File: src/rtl/ifns_13di_pkg.sv
// Shared constants, weight table and FSM state type for the 13-bit IFNS
// sequential decoder.
package ifns_13di_pkg;

    localparam int CW_W  = 18;  // codeword width (d18..d1)
    localparam int V_W   = 13;  // decoded value width
    localparam int ACC_W = 14;  // accumulator width; max sum 8361 fits
    localparam int IDX_W = 5;   // width of an absolute codeword bit index

    localparam logic [ACC_W-1:0] V_MAX = 14'd8191;

    // Weight of codeword bit i; index 0 is d1, index 17 is d18.
    localparam logic [ACC_W-1:0] IFNS_W [0:CW_W-1] = '{
        14'd1,   14'd1,   14'd2,   14'd3,   14'd5,   14'd8,
        14'd13,  14'd21,  14'd34,  14'd55,  14'd89,  14'd144,
        14'd233, 14'd377, 14'd610, 14'd987, 14'd1597, 14'd4181
    };

    typedef enum logic [1:0] {
        IDLE,
        RUN,
        DONE
    } state_t;

    // BPC must divide the codeword evenly into whole RUN cycles.
    function automatic bit bpc_legal(input int bpc);
        return (bpc == 1) || (bpc == 2) || (bpc == 3) ||
               (bpc == 6) || (bpc == 9) || (bpc == 18);
    endfunction

endpackage

File: src/rtl/ifns_13di_decoder_seq_wsum.sv
// Combinational weight sum of a BPC-bit codeword slice. Bit j of the
// slice sits at absolute codeword index i_base + j.
module ifns_wsum
    import ifns_13di_pkg::*;
#(
    parameter int BPC = 1
) (
    input  logic [BPC-1:0]   i_slice,
    input  logic [IDX_W-1:0] i_base,
    output logic [ACC_W-1:0] o_sum
);

    // Add the weight of every set slice bit, looked up by absolute index.
    always_comb begin
        // NOTE: blocking '=' is required here; each loop pass must see the
        // running total left by the previous pass within the same evaluation.
        o_sum = '0;
        for (int i = 0; i < BPC; i++) begin
            if (i_slice[i]) begin
                o_sum = o_sum + IFNS_W[i_base + IDX_W'(i)];
            end
        end
    end

endmodule

File: src/rtl/ifns_13di_decoder_seq.sv
// Sequential IFNS 13-bit decoder: accumulates codeword weights MSB-first,
// BPC bits per clock, with valid/ready on both sides.
// Optional macro IFNS_DEC_RANGE_CHECK_EN adds the err output, flagging a
// weight sum above 8191 (v then carries the sum modulo 8192).
module ifns_13di_decoder_seq
    import ifns_13di_pkg::*;
#(
    parameter int BPC = 1
) (
    input  logic            clk,
    input  logic            rst,
    input  logic            in_valid,
    output logic            in_ready,
    input  logic [CW_W-1:0] d,
    output logic            out_valid,
    input  logic            out_ready,
    output logic [V_W-1:0]  v
`ifdef IFNS_DEC_RANGE_CHECK_EN
    ,
    output logic            err
`endif
);

    localparam int NSTEP = CW_W / BPC;
    localparam int CNT_W = (NSTEP > 1) ? $clog2(NSTEP) : 1;
    localparam logic [CNT_W-1:0] CNT_LAST = CNT_W'(NSTEP - 1);

    generate
        if (!bpc_legal(BPC)) begin : g_bad_bpc
            $error("ifns_13di_decoder_seq: BPC must be 1, 2, 3, 6, 9 or 18");
        end
    endgenerate

    state_t            r_state;
    state_t            w_state_next;
    logic [CW_W-1:0]   r_sr;
    logic [ACC_W-1:0]  r_acc;
    logic [CNT_W-1:0]  r_cnt;
    logic [V_W-1:0]    r_v;
    logic [IDX_W-1:0]  w_base;
    logic [ACC_W-1:0]  w_slice_sum;
    logic [ACC_W-1:0]  w_acc_next;
    logic              w_last;

    // Original index of the slice LSB: the top BPC bits of sr on step cnt.
    assign w_base      = IDX_W'(CW_W - BPC - BPC * int'(r_cnt));
    assign w_acc_next  = r_acc + w_slice_sum;
    assign w_last      = (r_cnt == CNT_LAST);

    ifns_wsum #(
        .BPC (BPC)
    ) u_wsum (
        .i_slice (r_sr[CW_W-1 -: BPC]),
        .i_base  (w_base),
        .o_sum   (w_slice_sum)
    );

    // State register.
    always_ff @(posedge clk) begin
        // NOTE: non-blocking '<=' for all registered state, so every flop
        // samples pre-edge values regardless of block evaluation order.
        if (rst) begin
            r_state <= IDLE;
        end else begin
            r_state <= w_state_next;
        end
    end

    // Next-state logic.
    always_comb begin
        // NOTE: default assignment first, so no path leaves w_state_next
        // unassigned and no latch is inferred.
        w_state_next = r_state;
        unique case (r_state)
            IDLE:    if (in_valid)  w_state_next = RUN;
            RUN:     if (w_last)    w_state_next = DONE;
            DONE:    if (out_ready) w_state_next = IDLE;
            default:                w_state_next = IDLE;
        endcase
    end

    // Handshake outputs decoded from the state.
    always_comb begin
        in_ready  = (r_state == IDLE);
        out_valid = (r_state == DONE);
    end

    // Datapath: load the codeword, then shift and accumulate once per step.
    always_ff @(posedge clk) begin
        if (rst) begin
            r_sr  <= '0;
            r_acc <= '0;
            r_cnt <= '0;
            r_v   <= '0;
        end else begin
            unique case (r_state)
                IDLE: begin
                    if (in_valid) begin
                        r_sr  <= d;
                        r_acc <= '0;
                        r_cnt <= '0;
                    end
                end
                RUN: begin
                    r_sr  <= r_sr << BPC;
                    r_acc <= w_acc_next;
                    r_cnt <= r_cnt + CNT_W'(1);
                    if (w_last) begin
                        r_v <= w_acc_next[V_W-1:0];
                    end
                end
                default: ;
            endcase
        end
    end

    assign v = r_v;

`ifdef IFNS_DEC_RANGE_CHECK_EN
    logic r_err;

    // Range flag captured with the final sum; only visible while in DONE.
    always_ff @(posedge clk) begin
        if (rst) begin
            r_err <= 1'b0;
        end else if ((r_state == RUN) && w_last) begin
            r_err <= (w_acc_next > V_MAX);
        end
    end

    assign err = (r_state == DONE) && r_err;
`endif

endmodule

File: config.mk
export PLATFORM = sky130hd
export DESIGN_NAME = ifns_13di_decoder_seq
export DESIGN_NICKNAME = d
export VERILOG_FILES = /design/src/rtl/ifns_13di_pkg.sv /design/src/rtl/ifns_13di_decoder_seq_wsum.sv /design/src/rtl/ifns_13di_decoder_seq.sv
export SDC_FILE = /design/constraint.sdc
export NUM_CORES = 1
export LEC_CHECK = 0
export CAP_MARGIN = 25
export CORE_AREA = 2 2 116 96
export CTS_BUF_LIST = sky130_fd_sc_hd__clkbuf_16
export DETAILED_ROUTE_END_ITERATION = 8
export DIE_AREA = 0 0 118 98
export HOLD_SLACK_MARGIN = 0.05
export PLACE_DENSITY = 0.5
export SETUP_SLACK_MARGIN = 0.5
export SYNTH_ARGS = -nofsm -noshare
export SYNTH_HDL_FRONTEND = slang
export SYNTH_SLANG_ARGS = --single-unit
File: constraint.sdc
create_clock -name clk -period 8.85 [get_ports clk]
set_input_delay 1.77 -clock clk [delete_from_list [all_inputs] [get_ports clk]]
set_output_delay 1.77 -clock clk [all_outputs]
set_load 0.005 [all_outputs]
==> key figures <==
Status
  • Run status: completed

STA
  • Total setup violations reported at the end of the flow: 0
  • Setup TNS: 0 ns
  • Clock period minus worst slack: 4.01 ns
  • Slew at the pin closest to its max-slew limit: 0.929 ns
  • Worst clock skew: 0.00499 ns
  • Max-Slew Margin vs Limit: 0.380
  • Setup slack after layout: 4.84 ns
  • Final worst path period share: 0.453
  • Fmax: 249 MHz
  • Unrepaired setup endpoints after global routing: no
  • Hold violation total from the final report: 0
  • Number of pins with negative max-slew slack in the final report: 0

Critical path
  • Nature of the critical path endpoint: register
  • Cell repeated most along the worst path: sky130_fd_sc_hd__ha_1
  • Number of cells on the critical path: 14
  • Number of cells traversed by the worst register-to-register path: 14
  • Worst endpoint required time: 9.03 ns
  • Cells along the critical path: inv_1, ha_1, xor2_1, and3_1, a221oi_1, o21a_1, ha_1, fa_1, a21oi_1, o21ai_2, a32o_1, xnor3_1, a22oi_1, nor2_1
  • CP bufs+invs: 1
  • Slowest CP cell: sky130_fd_sc_hd__xor2_1
  • Reg-to-reg setup timing slack: 4.84 ns
  • Crit path arrival time: 4.19 ns
  • Critical path class: register to register
  • Critical path launch point type: register
  • Top delay family on crit path: compound AO/OA/AOI/OAI gates
  • Max FO, Critical Path: 12
  • Max incr delay on CP: 0.59 ns
  • Launching point of the worst reg2reg path: r_cnt[1]
  • Worst R2R End: r_acc[12]

Synth
  • Post-synthesis async set-or-reset flop share: 0
  • Syn nets: 444
  • Warnings, synthesis: 0
  • Number of enable-type register cells in the synthesized netlist: 0
  • Share of Yosys cell area claimed by the top area cell type: 0.333
  • Most area-consuming cells after synthesis: sky130_fd_sc_hd__dfxtp_1 (33%), sky130_fd_sc_hd__nor2_1 (10%), sky130_fd_sc_hd__ha_1 (8.2%)
  • Fraction of the yosys area taken by sequential cells: 0.333
  • Synthesized instance count: 401
  • Cell variety after synth: 48
  • Netlist area before placement: 3060 um2
  • Leading register cell type out of synthesis: sky130_fd_sc_hd__dfxtp_1
  • Post-synthesis register bit count: 51
  • Post-synthesis area per instance: 7.64 um2
  • Largest area contributor in the netlist: sky130_fd_sc_hd__dfxtp_1

Clocking
  • Clock transition time at the flip-flop clock pins of the worst setup and hold paths: 0.07 ns
  • Clock latency on the worst-skew pair: 0.29 ns
  • Count of clock tree sinks: 51
  • Root cell of the clock tree: sky130_fd_sc_hd__clkbuf_16
  • Post-cts sizing count: 0
  • Count of hold-fix buffers inserted at cts: 0
  • CTS tree: yes
  • Depth of the CTS H-tree: 2
  • Max Root-Sink Buffers: 2
  • Post-CTS Setup Bufs: 0
  • Num CTS Buffers: 5

Cells and area
  • Area overhead of the layout relative to synthesis: 20.7%
  • Core occupancy in the finished layout: 0.352
  • Proportion of layout cells with a drive suffix above 1: 0.0468
  • Number of standard cells in the final layout excluding fillers: 571
  • Antenna diode instance count: 0
  • Final Instance Area: 3700 um2
  • # nets final: 469

Placed design
  • Worst Setup Slack post-DPL: 4.82 ns
  • Post-detail-place hpwl: 5.12 mm
  • Placer Congestion: 0.840
  • Port Buffers: 36
  • Total cell area at the placement stage: 3540 um2
  • DP Cell Count: 562

Route
  • Number of search-and-repair iterations in the first detailed-routing pass: 4
  • Number of remaining DRC errors: 0
  • Detailed Route Iter0 Violations: 157
  • Post-detailed-routing wire length: 7.65 mm
  • Number of vias per cell: 4.81
  • ANT nets after route: 0
  • Routed vias: 2749
  • Detail-routed net length per standard cell: 13.4 um

Die
  • Vertical extent of the die: 98 um
  • Rows: 34
  • Placeable core region: 10500 um2
  • Area enclosed by the die boundary: 11600 um2
  • Initial core utilization: 0.292
  • Number of top-level pins: 37
  • Die outline width: 118 um

GRT
  • Leftover overflow at the end of global routing: 0
  • Number of global-route vias before repair: 2608
  • Antenna violations before repair: 0
  • Global-route usage over all layers: 0.133
  • Global-route wire length before repair: 12.8 mm
  • Maximum number of pins on one net before global-route repair: 56

Power
  • Part of the power in registers: 0.479
  • Power density cells: 139 nW/um2
  • Portion of total power attributed to the clock network: 0.374
  • VDD IR-drop max: 0.0000784 V
  • Switching portion of total power: 0.270
  • Power Internal: 377 uW
  • Switching power summed over all nets: 139 uW
  • Leakage component of the power: 1.47 nW
  • Combinational cell fraction of total power: 0.147

Min path
  • Worst min-delay path endpoint: v[5]
  • Number of cells on the worst hold path: 2
  • Launch instance of the worst min-delay path: v[5]
  • Class of the most critical hold timing path: register to register

Flow run
  • Reported max-cap violation count: 0
==> logic make-up after synthesis <==
family	after synthesis	share of synthesized area
and+or+nand+nor	187	0.281
DFF	51	0.333
AOI/OAI and AO/OA	94	0.201
muxes	3	0.0102
adders and majority gates	21	0.0882
xor gates and xnor gates	14	0.0445
buffers and inverters	31	0.0416
==> routing by layer <==
layer | vias to the layer above | part of all wire | track usage
li1 | 1433 | - | -
met1 | 1271 | 0.53 | 0.189
met2 | 39 | 0.42 | 0.204
met3 | 6 | 0.031 | 0.0245
met4 | 0 | 0.016 | 0.0426
met5 | - | 0 | 0
==> power by group through the flow <==
stage | Sequential [mW] | Clock [mW] | Combinational, mW
after floorplan | 0.248 | 0 | 0.0554
after global placement | 0.252 | 0 | 0.0742
after detailed placement | 0.253 | 0 | 0.0749
after CTS | 0.247 | 0.200 | 0.0754
after global routing | 0.249 | 0.209 | 0.0860
final | 0.247 | 0.193 | 0.0758
==> state kept, by name, summed over array words and instances, names as in the netlist <==
| name | cells |
|---|---|
| r_state | 2 |
| v | 13 |
| r_sr | 18 |
| r_cnt | 5 |
| r_acc | 13 |
==> final cells by class <==
class,count,area [um2]
Inverter,7,26.3
Sequential cell,51,1020
Tap cell,144,180
Fill cell,1137,6810
Clock buffer,5,125
Multi-Input combinational cell,319,1920
Clock inverter,3,15.0
Timing Repair Buffer,42,413
==> through the flow <==
stage	total power, mW	hold WS [ns]
2_1_floorplan	0.304	0.453
3_3_place_gp	0.327	0.444
3_5_place_dp	0.327	0.447
4_1_cts	0.522	0.457
5_1_grt	0.544	0.469
6_report	0.516	0.452
==> cell usage in the layout, fill, tap and decap left out, types with 2 or more instances in the layout <==
master                            netlist  layout
sky130_fd_sc_hd__nor2_1                83      83
sky130_fd_sc_hd__dfxtp_1               51      51
sky130_fd_sc_hd__a21oi_1               39      39
sky130_fd_sc_hd__nand2_1               36      36
sky130_fd_sc_hd__clkdlybuf4s50_1        0      35
sky130_fd_sc_hd__nor3_1                21      21
sky130_fd_sc_hd__nor2b_1               20      20
sky130_fd_sc_hd__ha_1                  20      20
sky130_fd_sc_hd__a22oi_1               15      15
sky130_fd_sc_hd__xnor2_1                8       8
sky130_fd_sc_hd__o21ai_0                8       8
sky130_fd_sc_hd__and3_1                 7       7
sky130_fd_sc_hd__inv_1                  6       6
sky130_fd_sc_hd__nor3b_1                6       6
sky130_fd_sc_hd__xor2_1                 5       5
sky130_fd_sc_hd__clkbuf_16              0       5
sky130_fd_sc_hd__buf_4                  2       5
sky130_fd_sc_hd__o21ai_1                5       4
sky130_fd_sc_hd__a221oi_1               4       4
sky130_fd_sc_hd__clkinv_1               1       3
sky130_fd_sc_hd__nand3_1                3       3
sky130_fd_sc_hd__a211o_1                3       3
sky130_fd_sc_hd__nor3_2                 2       2
sky130_fd_sc_hd__a21boi_0               2       2
sky130_fd_sc_hd__and2_1                 2       2
sky130_fd_sc_hd__mux2i_1                2       2
sky130_fd_sc_hd__o21a_1                 2       2
sky130_fd_sc_hd__o21ai_2                1       2
sky130_fd_sc_hd__a211oi_1               2       2
sky130_fd_sc_hd__a32o_1                 2       2
sky130_fd_sc_hd__o21bai_1               2       2
sky130_fd_sc_hd__nor4_1                 2       2
sky130_fd_sc_hd__a31oi_1                2       2
sky130_fd_sc_hd__a21o_1                 2       2
==> synthesized netlist by cell type, drive strengths merged (2+ instances only) <==
library cell  number
a211o              3
a211oi             2
a21boi             3
a21o               2
a21oi             39
a221oi             4
a22oi             15
a31oi              2
a32o               2
and2               2
and3               7
buf                7
clkbuf            17
dfxtp             51
ha                20
inv                6
mux2i              2
nand2             36
nand3              3
nor2              83
nor2b             20
nor3              23
nor3b              6
nor4               2
o21a               2
o21ai             14
o21bai             2
xnor2              8
xor2               5
==> worst min-delay path: stages (launching register included) <==
cell and delay [ns]:
sky130_fd_sc_hd__dfxtp_1 0.31, sky130_fd_sc_hd__nand2_1 0.05, sky130_fd_sc_hd__a21oi_1 0.05
==> how the worst max path moves through the flow <==
| stage | endpoint | startpoint |
|---|---|---|
| after CTS | r_acc[12] | r_cnt[1] |
| after global routing | r_acc[12] | r_cnt[1] |
| final | r_acc[12] | r_cnt[1] |
| after global placement | r_acc[9] | in_valid |
| after floorplan | r_acc[12] | r_cnt[1] |
| after detailed placement | r_acc[12] | r_cnt[1] |
Note: power is estimated with default switching activity, not from simulation.
